## config.mk

```make
export PLATFORM = sky130hd
export DESIGN_NAME = paint_fb_writer
export DESIGN_NICKNAME = d
export VERILOG_FILES = /design/src/rtl/paint_fb_writer.sv
export SDC_FILE = /design/constraint.sdc
export NUM_CORES = 1
export LEC_CHECK = 0
export ABC_AREA = 1
export CAP_MARGIN = 20
export CORE_MARGIN = 1.5
export CORE_UTILIZATION = 58
export DETAILED_ROUTE_END_ITERATION = 8
export PLACE_DENSITY = 0.79
export SYNTH_ARGS = -nofsm -noshare
export SYNTH_HDL_FRONTEND = slang
export SYNTH_SLANG_ARGS = --single-unit
```

## constraint.sdc

```tcl
create_clock -name clk -period 5.4 [get_ports clk]
set_clock_uncertainty 0.1 [all_clocks]
set_input_delay 0.81 -clock clk [delete_from_list [all_inputs] [get_ports clk]]
set_output_delay 0.81 -clock clk [all_outputs]
set_load 0.02 [all_outputs]
```

## src/rtl/paint_fb_writer.sv

```systemverilog
// Paint-command consumer: decodes packed paint words, buffers them in a FIFO and
// drives the frame-buffer write port; also sweeps the whole buffer with a fill colour.
module paint_fb_writer #(
    parameter int FB_DEPTH   = 65536,
    parameter int FIFO_DEPTH = 8,
    parameter int LVL_W      = 4
) (
    input  logic             clk,
    input  logic             rst,
    input  logic             cmd_valid,
    input  logic [31:0]      cmd_data,
    output logic             cmd_ready,
    input  logic             fill_req,
    input  logic [11:0]      fill_color,
    output logic             fb_we,
    output logic [15:0]      fb_addr,
    output logic [11:0]      fb_din,
    output logic             busy,
    output logic [LVL_W-1:0] fifo_level,
    output logic [7:0]       err_cnt
);

    localparam int               PTR_W      = LVL_W - 1;
    localparam logic [31:0]      FB_DEPTH_U = FB_DEPTH;
    localparam logic [15:0]      LAST_ADDR  = 16'(FB_DEPTH - 1);
    localparam logic [LVL_W-1:0] FULL_LVL   = LVL_W'(FIFO_DEPTH);

    typedef enum logic {IDLE, FILL} state_t;

    state_t             state_q, state_d;
    logic [27:0]        mem [FIFO_DEPTH];
    logic [PTR_W-1:0]   wr_ptr, rd_ptr;
    logic [LVL_W-1:0]   count_q, count_d;
    logic               fill_pend_q, fill_pend_d;
    logic [11:0]        fill_col_q, fill_col_d;
    logic [15:0]        cnt_q, cnt_d;
    logic               we_q, we_d;
    logic [15:0]        addr_q, addr_d;
    logic [11:0]        din_q, din_d;
    logic [7:0]         err_q, err_d;

    logic [3:0]         en;
    logic               addr_ok, accept, push, bad, pop;
    logic [27:0]        head;

    assign en        = cmd_data[31:28];
    assign addr_ok   = {16'h0, cmd_data[15:0]} < FB_DEPTH_U;
    assign cmd_ready = ~rst & (count_q != FULL_LVL);
    assign accept    = cmd_valid & cmd_ready;
    assign push      = accept & (en == 4'hF) & addr_ok;
    // en==0 is an idle painter: consumed without counting as an error
    assign bad       = accept & (en != 4'h0) & ~((en == 4'hF) & addr_ok);
    assign head      = mem[rd_ptr];

    always_comb begin
        state_d     = state_q;
        cnt_d       = cnt_q;
        we_d        = 1'b0;
        addr_d      = addr_q;
        din_d       = din_q;
        pop         = 1'b0;
        fill_pend_d = fill_pend_q;
        fill_col_d  = fill_col_q;
        case (state_q)
            IDLE: begin
                if (fill_pend_q) begin
                    // the write of address 0 is issued on the transition edge itself
                    fill_pend_d = 1'b0;
                    we_d        = 1'b1;
                    addr_d      = '0;
                    din_d       = fill_col_q;
                    if (LAST_ADDR != 16'h0) begin
                        state_d = FILL;
                        cnt_d   = 16'd1;
                    end
                end else begin
                    if (count_q != '0) begin
                        pop    = 1'b1;
                        we_d   = 1'b1;
                        addr_d = head[15:0];
                        din_d  = head[27:16];
                    end
                    if (fill_req) begin
                        fill_pend_d = 1'b1;
                        fill_col_d  = fill_color;
                    end
                end
            end
            FILL: begin
                we_d   = 1'b1;
                addr_d = cnt_q;
                din_d  = fill_col_q;
                cnt_d  = cnt_q + 16'd1;
                if (cnt_q == LAST_ADDR) begin
                    state_d = IDLE;
                    cnt_d   = '0;
                end
            end
            default: state_d = IDLE;
        endcase

        err_d = err_q;
        if (bad && err_q != 8'hFF)
            err_d = err_q + 8'd1;

        count_d = count_q;
        if (push && !pop)
            count_d = count_q + LVL_W'(1);
        else if (!push && pop)
            count_d = count_q - LVL_W'(1);
    end

    always_ff @(posedge clk) begin
        if (rst) begin
            state_q     <= IDLE;
            cnt_q       <= '0;
            we_q        <= 1'b0;
            addr_q      <= '0;
            din_q       <= '0;
            fill_pend_q <= 1'b0;
            fill_col_q  <= '0;
            err_q       <= '0;
            count_q     <= '0;
            wr_ptr      <= '0;
            rd_ptr      <= '0;
        end else begin
            state_q     <= state_d;
            cnt_q       <= cnt_d;
            we_q        <= we_d;
            addr_q      <= addr_d;
            din_q       <= din_d;
            fill_pend_q <= fill_pend_d;
            fill_col_q  <= fill_col_d;
            err_q       <= err_d;
            count_q     <= count_d;
            if (push) wr_ptr <= wr_ptr + PTR_W'(1);
            if (pop)  rd_ptr <= rd_ptr + PTR_W'(1);
        end
    end

    always_ff @(posedge clk) begin
        if (push)
            mem[wr_ptr] <= {cmd_data[27:16], cmd_data[15:0]};
    end

    assign fb_we      = we_q;
    assign fb_addr    = addr_q;
    assign fb_din     = din_q;
    assign err_cnt    = err_q;
    assign fifo_level = count_q;
    assign busy       = fill_pend_q | (state_q == FILL) | (count_q != '0);

endmodule

```

==> results.cfg, run 1 <==
[timing]
rsz0062_at_grt = false
period_minus_slack_ps = 3550
hold_violations = 0
period_share = 0.657
slew_headroom = 0.359
final_max_slew_viol_count = 0
worstMarginPinSlew_ps = 956
final-setup-viol-count = 0
finalSetupTns_ps = 0
max_clock_freq_mhz = 282
whs_ps = 363

[clocking]
cts_hold_buf = 0
post_cts_buffers = 0
cts.repair.resized = 0
cts_buffers = 30
numClockSinks = 304
h-tree-depth = 1
root_buffer = clkbuf_16
clk_latency_ps = 560
cts_tree = done
clk_pin_slew_worst_paths_ps = 60
clockBufferDepth = 3

[setup_path]
crit_chain = clkdlybuf4s50_1, clkinv_2, nand2_1, inv_1, clkdlybuf4s50_1
crit_buf_inv = 4
critPathCaptureType = output port
cp.required_ps = 4490
crit_family = buffers and inverters
critPathSlowestCell = clkdlybuf4s50_1
critPathKind = in -> out
cp-start-kind = input port
path_max_fanout = 35
crit_arrival_ps = 2640
cp_slowest_stage_delay_ps = 530
timing.critical_path.mode_cell = clkdlybuf4s50_1

[power]
p_seq_frac = 0.418
leakage_nw = 5.30
combPwrFrac = 0.292
clock_power_share = 0.290
internal_power_w = 0.00443
vdd_drop_max_mv = 0.296
p_per_area_nw_per_um2 = 458
swShare = 0.341
p_sw_w = 0.00229

[synth]
yosysWarnings = 0
synth_edf_count = 224
synth_top_flop_cell = edfxtp_1
synth_common_cells = 234 x nor2_1, 224 x edfxtp_1, 175 x nand2_1
async_reset_ff_frac = 0
syn_area_per_cell_um2 = 10.2
ys_seq_area_frac = 0.662
synth_top_area_cell = edfxtp_1
synth_area_um2 = 12600
syn_inst = 1239
synth_most_common_cell = nor2_1
ys_types = 30
synth_top_area_frac = 0.535
synth_fp_nets = 1295
synth_seq_cells = 304
ys_top_cells_by_area = edfxtp_1 53%, dfxtp_1 13%, nor2_1 7.0%

[placed_design]
hpwl_um = 17900
finalWeightedCongestion = 0.877
placed_area_um2 = 13700
io_buffers = 90

[min_path]
hold_class = reg -> reg

[detailed_routing]
ant_nets = 0
drc = 0
vias_per_cell = 5.67
vias = 9150
drt_first_pass_iters = 6
first_iter_violations = 757
avgRoutedWirePerCell_um = 18.4
wl_um = 29700

[global_routing]
grt_pass1_vias = 8731
grt_overflow = 0
grt_first_pass_wirelength_um = 46400
grt_max_degree = 78
grt_usage = 0.268
antenna_found_initial = 1

[floorplanning]
coreArea_um2 = 21200
io_pins = 91
dieArea_um2 = 22600
rows = 53
die_w_um = 150
die_h_um = 150
start_util = 0.595

[run]
cap_viol_max_count = 0

[layout]
final_area_um2 = 14700
fillers = 1532
area_growth_pct = 16.5
final_util = 0.693
nets = 1372
drive_above_1_share = 0.0605

[outcome]
status = completed
-- layer usage --
metal / share of wire / vias up / track usage
met3: 0.083 / 56 / 0.0397
met1: 0.41 / 4318 / 0.366
met5: 0 / - / 0
met2: 0.48 / 394 / 0.437
met4: 0.030 / 0 / 0.101
li1: - / 4382 / -
-- registers in the layout, indices dropped and copies added (netlist names), named ones only --
name / count
mem: 224
cnt_q: 16
fb_addr: 16
fb_din: 12
fill_col_q: 12
err_cnt: 8
fifo_level: 4
rd_ptr: 3
wr_ptr: 3
fb_we: 1
fill_pend_q: 1
state_q: 1
-- power groups by stage --
stage	registers (W)	logic, W	clock network [W]
after floorplan	0.00291	0.00119	0
after global placement	0.00285	0.00187	0
after detailed placement	0.00285	0.00192	0
after CTS	0.00280	0.00194	0.00197
after global routing	0.00283	0.00216	0.00206
final	0.00281	0.00196	0.00195
-- logic make-up after synthesis --
group                    synth area share
AND/OR/NAND/NOR                     0.181
AO/OA/AOI/OAI                      0.0897
XOR/XNOR                          0.00766
adder cells (fa/ha/maj)           0.00855
flip-flops                          0.662
buffers and inverters              0.0515
-- layout by cell type, fill, tap and decap left out, types with 12 or more instances in the layout --
| cell type | Yosys | final |
|---|---|---|
| a21oi_1 | 48 | 48 |
| a22oi_1 | 12 | 12 |
| buf_4 | 10 | 16 |
| clkbuf_16 | 0 | 30 |
| clkdlybuf4s50_1 | 0 | 90 |
| dfxtp_1 | 80 | 78 |
| edfxtp_1 | 224 | 224 |
| inv_1 | 89 | 89 |
| nand2_1 | 175 | 175 |
| nand3_1 | 115 | 115 |
| nor2_1 | 234 | 234 |
| o211ai_1 | 14 | 14 |
| o21ai_0 | 131 | 131 |
-- path summary, 6_finish.rpt --
| check | start | end | slack (ps) | depth (start not counted) |
|---|---|---|---|---|
| max reg2reg | fifo_level[1]$_SDFFE_PP0P_ | mem[7][15]$_DFFE_PP_ | 2400 | 7 |
| min | rd_ptr[2]$_SDFFE_PP0P_ | rd_ptr[2]$_SDFFE_PP0P_ | 360 | 2 |
| max | rst | cmd_ready | 1850 | 5 |
| min reg2reg | rd_ptr[2]$_SDFFE_PP0P_ | rd_ptr[2]$_SDFFE_PP0P_ | 360 | 2 |
-- layout make-up --
cell class                 instances  area [um^2]  area share
timing repair buffer             108         1060      0.0724
tap                              275          344      0.0235
clock inverter                    17          111     0.00760
antenna                            1         2.50    0.000171
sequential                       304         8330       0.568
clock buffer                      38          811      0.0553
inverter                          94          354      0.0242
multi-input combinational        778         3640       0.249
-- tightest hold or removal path, cell delays in order, from the launching register on --
cell and delay, ps:
dfxtp_1 310, inv_1 50, a21oi_1 60
-- through the flow --
stage          power (W)  instances  setup WS, ps
2_1_floorplan    0.00410       1239          1370
3_3_place_gp     0.00472       1558          1530
3_5_place_dp     0.00477       1558          1420
4_1_cts          0.00671       1613          1850
5_1_grt          0.00705       1614          1710
6_report         0.00672       1615          1850
(Power assumes the default switching activity.)
==> inputs of run 2 (changes only) <==
CORE_UTILIZATION = 53   (was 58)
PLACE_DENSITY = 0.76   (was 0.79)
clock period = 3.1 ns   (was 5.4 ns; I/O delays follow)
==> results.cfg, run 2 (synthesis gave the netlist of run 1 again) <==
[setup_path]
crit_arrival_ps = 2020
cp.required_ps = 2530
critPathSlowestCell = clkdlybuf4s50_1
rr_worst_depth = 13
crit_chain = nor2_1, nand3_1, nand2_1, inv_1, clkdlybuf4s50_1
critPathKind = reg -> out
crit_family = buffers and inverters
critPathCaptureType = output port
cp-start-kind = flop
cp_num_cells = 5
cp_slowest_stage_delay_ps = 530
crit_buf_inv = 2
path_max_fanout = 5

[timing]
hold_violations = 0
rsz0062_at_grt = false
final-setup-viol-count = 0
period_share = 0.835
finalWorstSetupSlack_ps = 510
period_minus_slack_ps = 2590
slew_headroom = 0.389
final_max_slew_viol_count = 0
worstMarginPinSlew_ps = 915
finalSetupTns_ps = 0
max_clock_freq_mhz = 386

[detailed_routing]
ant_nets = 0
drt_first_pass_iters = 7
vias = 9180
first_iter_violations = 954
drc = 0
avgRoutedWirePerCell_um = 17.6
wl_um = 29400
vias_per_cell = 5.51

[run]
cap_viol_max_count = 0

[placed_design]
dp_slack_ps = 330
placed_area_um2 = 13900
finalWeightedCongestion = 0.875
io_buffers = 90
hpwl_um = 18100
placed_cells = 1611

[clocking]
cts_hold_buf = 0
post_cts_buffers = 0
cts_tree = done
clk_pin_slew_worst_paths_ps = 60
clockBufferDepth = 3
numClockSinks = 304
cts_buffers = 30
root_buffer = clkbuf_16
clk_latency_ps = 550
h-tree-depth = 1
cts.repair.resized = 0

[layout]
largest_register = mem
final_cell_mix = 234 x nor2_1, 224 x edfxtp_1, 175 x nand2_1, 131 x o21ai_0, 115 x nand3_1
drive_above_1_share = 0.0646
nets = 1380
final_util = 0.632
largest_reg_flops = 224
final_area_um2 = 14800
diodes = 0
final_common_cell = nor2_1
area_growth_pct = 17.5
finalNonFillerCells = 1665
fillers = 1859

[floorplanning]
rows = 56
coreArea_um2 = 23400
die_w_um = 157
die_h_um = 157
dieArea_um2 = 24700
io_pins = 91
start_util = 0.538

[power]
vdd_drop_max_mv = 0.538
swShare = 0.339
leakage_nw = 5.34
clock_power_share = 0.285
internal_power_w = 0.00770
combPwrFrac = 0.304
p_per_area_nw_per_um2 = 789
p_sw_w = 0.00396
p_seq_frac = 0.410

[global_routing]
grt_pass1_vias = 8731
antenna_found_initial = 0
grt_usage = 0.241
grt_max_degree = 113
grt_first_pass_wirelength_um = 45900
grt_overflow = 0

[min_path]
whs_path_depth = 2
hold_class = reg -> reg

[outcome]
status = completed
[run 2: cell count changes in the layout (fill, tap and decap cells not counted)]
cell	previous run	this run
buf_12	2	4
buf_4	16	22
bufinv_16	1	0
clkbuf_1	5	6
clkbuf_16	30	31
clkinv_2	8	6
clkinv_8	1	0
clkinvlp_4	0	1
diode_2	1	0
nor3_2	8	7
nor3_4	1	2
[run 2: area by class of cell]
type                    instances  area (um^2)  share of cell area
clock buffers                  40          840              0.0568
flip-flops and latches        304         8330               0.564
well taps                     319          399              0.0270
inverters                      94          354              0.0240
clock inverters                14         62.6             0.00423
repair buffers                116         1150              0.0775
multi-input cells             778         3650               0.247
[run 2: power by group through the flow]
stage	Sequential [W]	Combinational (W)	Clock, W
6_report	0.00479	0.00355	0.00333
5_1_grt	0.00481	0.00393	0.00352
3_5_place_dp	0.00487	0.00352	0
2_1_floorplan	0.00507	0.00207	0
4_1_cts	0.00478	0.00355	0.00337
3_3_place_gp	0.00486	0.00345	0
[run 2: per-stage QoR]
stage	power, W	hold WS (ps)
final	0.0117	383
after global routing	0.0122	406
after detailed placement	0.00839	365
after global placement	0.00831	342
after CTS	0.0117	376
after floorplan	0.00714	333
[run 2: path summary, 6_finish.rpt]
check,slack [ps],endpoint,startpoint
setup reg to reg,750,fifo_level[3]$_SDFFE_PP0P_,fifo_level[1]$_SDFFE_PP0P_
setup / recovery,510,cmd_ready,fifo_level[1]$_SDFFE_PP0P_
hold reg to reg,380,flop,rd_ptr[2]$_SDFFE_PP0P_
hold / removal,380,flop,rd_ptr[2]$_SDFFE_PP0P_
[run 2: layer usage]
metal / vias up / share of wire / track usage
li1: 4391 / - / -
met1: 4388 / 0.42 / 0.316
met2: 340 / 0.49 / 0.414
met3: 61 / 0.067 / 0.0319
met4: 0 / 0.025 / 0.0831
met5: - / 0 / 0
[run 2: worst reg2reg max path, delay by kind of cell (launching register included)]
| kind | cells | cell delay [ps] |
|---|---|---|
| buffers and inverters | 1 | 90 |
| adder cells (fa/ha/maj) | 2 | 550 |
| AND/OR/NAND/NOR | 8 | 860 |
| XOR/XNOR | 1 | 120 |
| AO/OA/AOI/OAI | 1 | 120 |
| flip-flops | 1 | 430 |
==> inputs of run 3 (changes only) <==
clock period = 2.25 ns   (was 3.1 ns; I/O delays follow)
==> results.cfg, run 3 (synthesis gave the netlist of run 1 again) <==
[outcome]
status = completed

[detailed_routing]
route.met2.wl_um = 14100
ant_nets = 0
drt_first_pass_iters = 5
wl_met1_um = 12100
highest_layer = met4
first_iter_violations = 912
vias = 9071
avgRoutedWirePerCell_um = 17.4
dr_wl_met3_um = 2280
wl_um = 29200
vias_per_cell = 5.40
drc = 0

[timing]
hold_violations = 0
worstMarginPinSlew_ps = 677
finalSetupTns_ps = 0
max_clock_freq_mhz = 465
final-setup-viol-count = 0
whs_ps = 311
period_minus_slack_ps = 2150
slew_headroom = 0.548
period_share = 0.956
rsz0062_at_grt = false
final_max_slew_viol_count = 0

[layout]
largest_register = mem
diodes = 0
final_cell_mix = 233 x nor2_1, 224 x edfxtp_1, 172 x nand2_1, 131 x o21ai_0, 114 x nand3_1
area_growth_pct = 21.1
final_util = 0.651
final_common_cell = nor2_1
largest_reg_flops = 224
drive_above_1_share = 0.0838
nets = 1392

[placed_design]
hpwl_um = 17800
finalWeightedCongestion = 0.853
io_buffers = 90

[setup_path]
r2r_setup_slack_ps = 230
cp.required_ps = 1810
critPathSlowestCell = dfxtp_4
critPathCaptureType = output port
rr_worst_depth = 6
crit_chain = nor2_4, nand3_2, nand2_4, buf_4, inv_1, clkdlybuf4s15_1
path_max_fanout = 4
crit_arrival_ps = 1710
crit_start = fifo_level[0]$_SDFFE_PP0P_
cp-start-kind = flop
critPathKind = reg -> out
cp_slowest_stage_delay_ps = 360
r2r-start = fill_pend_q$_SDFFE_PP0N_
r2r_end = fill_col_q[3]$_SDFFE_PP0P_

[global_routing]
grt_usage = 0.242
grt_max_degree = 113
antenna_found_initial = 0
grt_pass1_vias = 8700
grt_first_pass_wirelength_um = 45700
grt_overflow = 0

[power]
finalPower_w = 0.0167
p_per_area_nw_per_um2 = 1090
vdd_drop_max_mv = 0.736
leakage_nw = 5.50

[clocking]
cts_buffers = 30
clk_pin_slew_worst_paths_ps = 60
clk_latency_ps = 570
h-tree-depth = 1
cts_hold_buf = 0
post_cts_buffers = 0
numClockSinks = 304
cts_tree = done
root_buffer = clkbuf_16
clockBufferDepth = 3

[floorplanning]
die_h_um = 157
dieArea_um2 = 24700
io_pins = 91
start_util = 0.538
die_w_um = 157
rows = 56
coreArea_um2 = 23400

[run]
cap_viol_max_count = 0

[min_path]
whs_path_depth = 3
hold_class = in -> reg
hp-start = fill_color[9]
min_to = fill_col_q[9]$_SDFFE_PP0P_
run 3: cell types whose count changed in the layout (fill, tap and decap cells not counted), sizes merged, moves of 2 or more:
cell / delta
clkdlybuf4s50: -2
clkbuf: -6
buf: +12
clkinv: +2
clkinvlp: +3
bufinv: +4
run 3: worst max path at each step:
stage                                      end  slack, ps  cells past startpoint
floorplan                  mem[2][0]$_DFFE_PP_       -130                      6
global placement    fifo_level[3]$_SDFFE_PP0P_       -250                     12
detailed placement  fifo_level[3]$_SDFFE_PP0P_       -270                     12
finish                               cmd_ready        100                      6
global route                         cmd_ready          8                      6
CTS                                       busy          9                      3
run 3: timing repair:
item | CTS | global route
gates resized for setup | 2 | 5
pin swaps | 0 | 1
setup endpoints to repair | 2 | 5
run 3: layout make-up:
class / count / area (um^2)
multi-input combinational: 778 / 3740
inverter: 94 / 362
sequential: 304 / 8350
clock buffer: 34 / 766
clock inverter: 22 / 239
tap: 319 / 399
timing repair buffer: 128 / 1380
fill: 1797 / 8170
run 3: metrics by stage:
stage,std cells,setup WS (ps),cell area (um^2)
after global routing,1679,7.64,15200
after detailed placement,1623,-266,14200
final,1679,99.8,15200
after CTS,1679,8.83,15200
after global placement,1623,-255,14200
after floorplan,1239,-126,12700
run 3: critical path: cells and delay by family, from the launching register on:
family | cells | cell delay [ps]
and+or+nand+nor | 3 | 340
buffers and inverters | 3 | 440
DFF | 1 | 360
run 3: power breakdown:
| group | leakage (nW) | total, W | switching [W] | internal [W] |
|---|---|---|---|---|
| sequential | 2.67 | 0.00667 | 0.000287 | 0.00638 |
| combinational | 2.35 | 0.00497 | 0.00317 | 0.00179 |
| clock | 0.477 | 0.00501 | 0.00210 | 0.00291 |
run 3: per-layer routing:
| layer | up-vias | track usage |
|---|---|---|
| met5 | - | 0 |
| met4 | 0 | 0.0921 |
| met3 | 44 | 0.0394 |
| met2 | 359 | 0.403 |
| met1 | 4242 | 0.321 |
| li1 | 4426 | - |
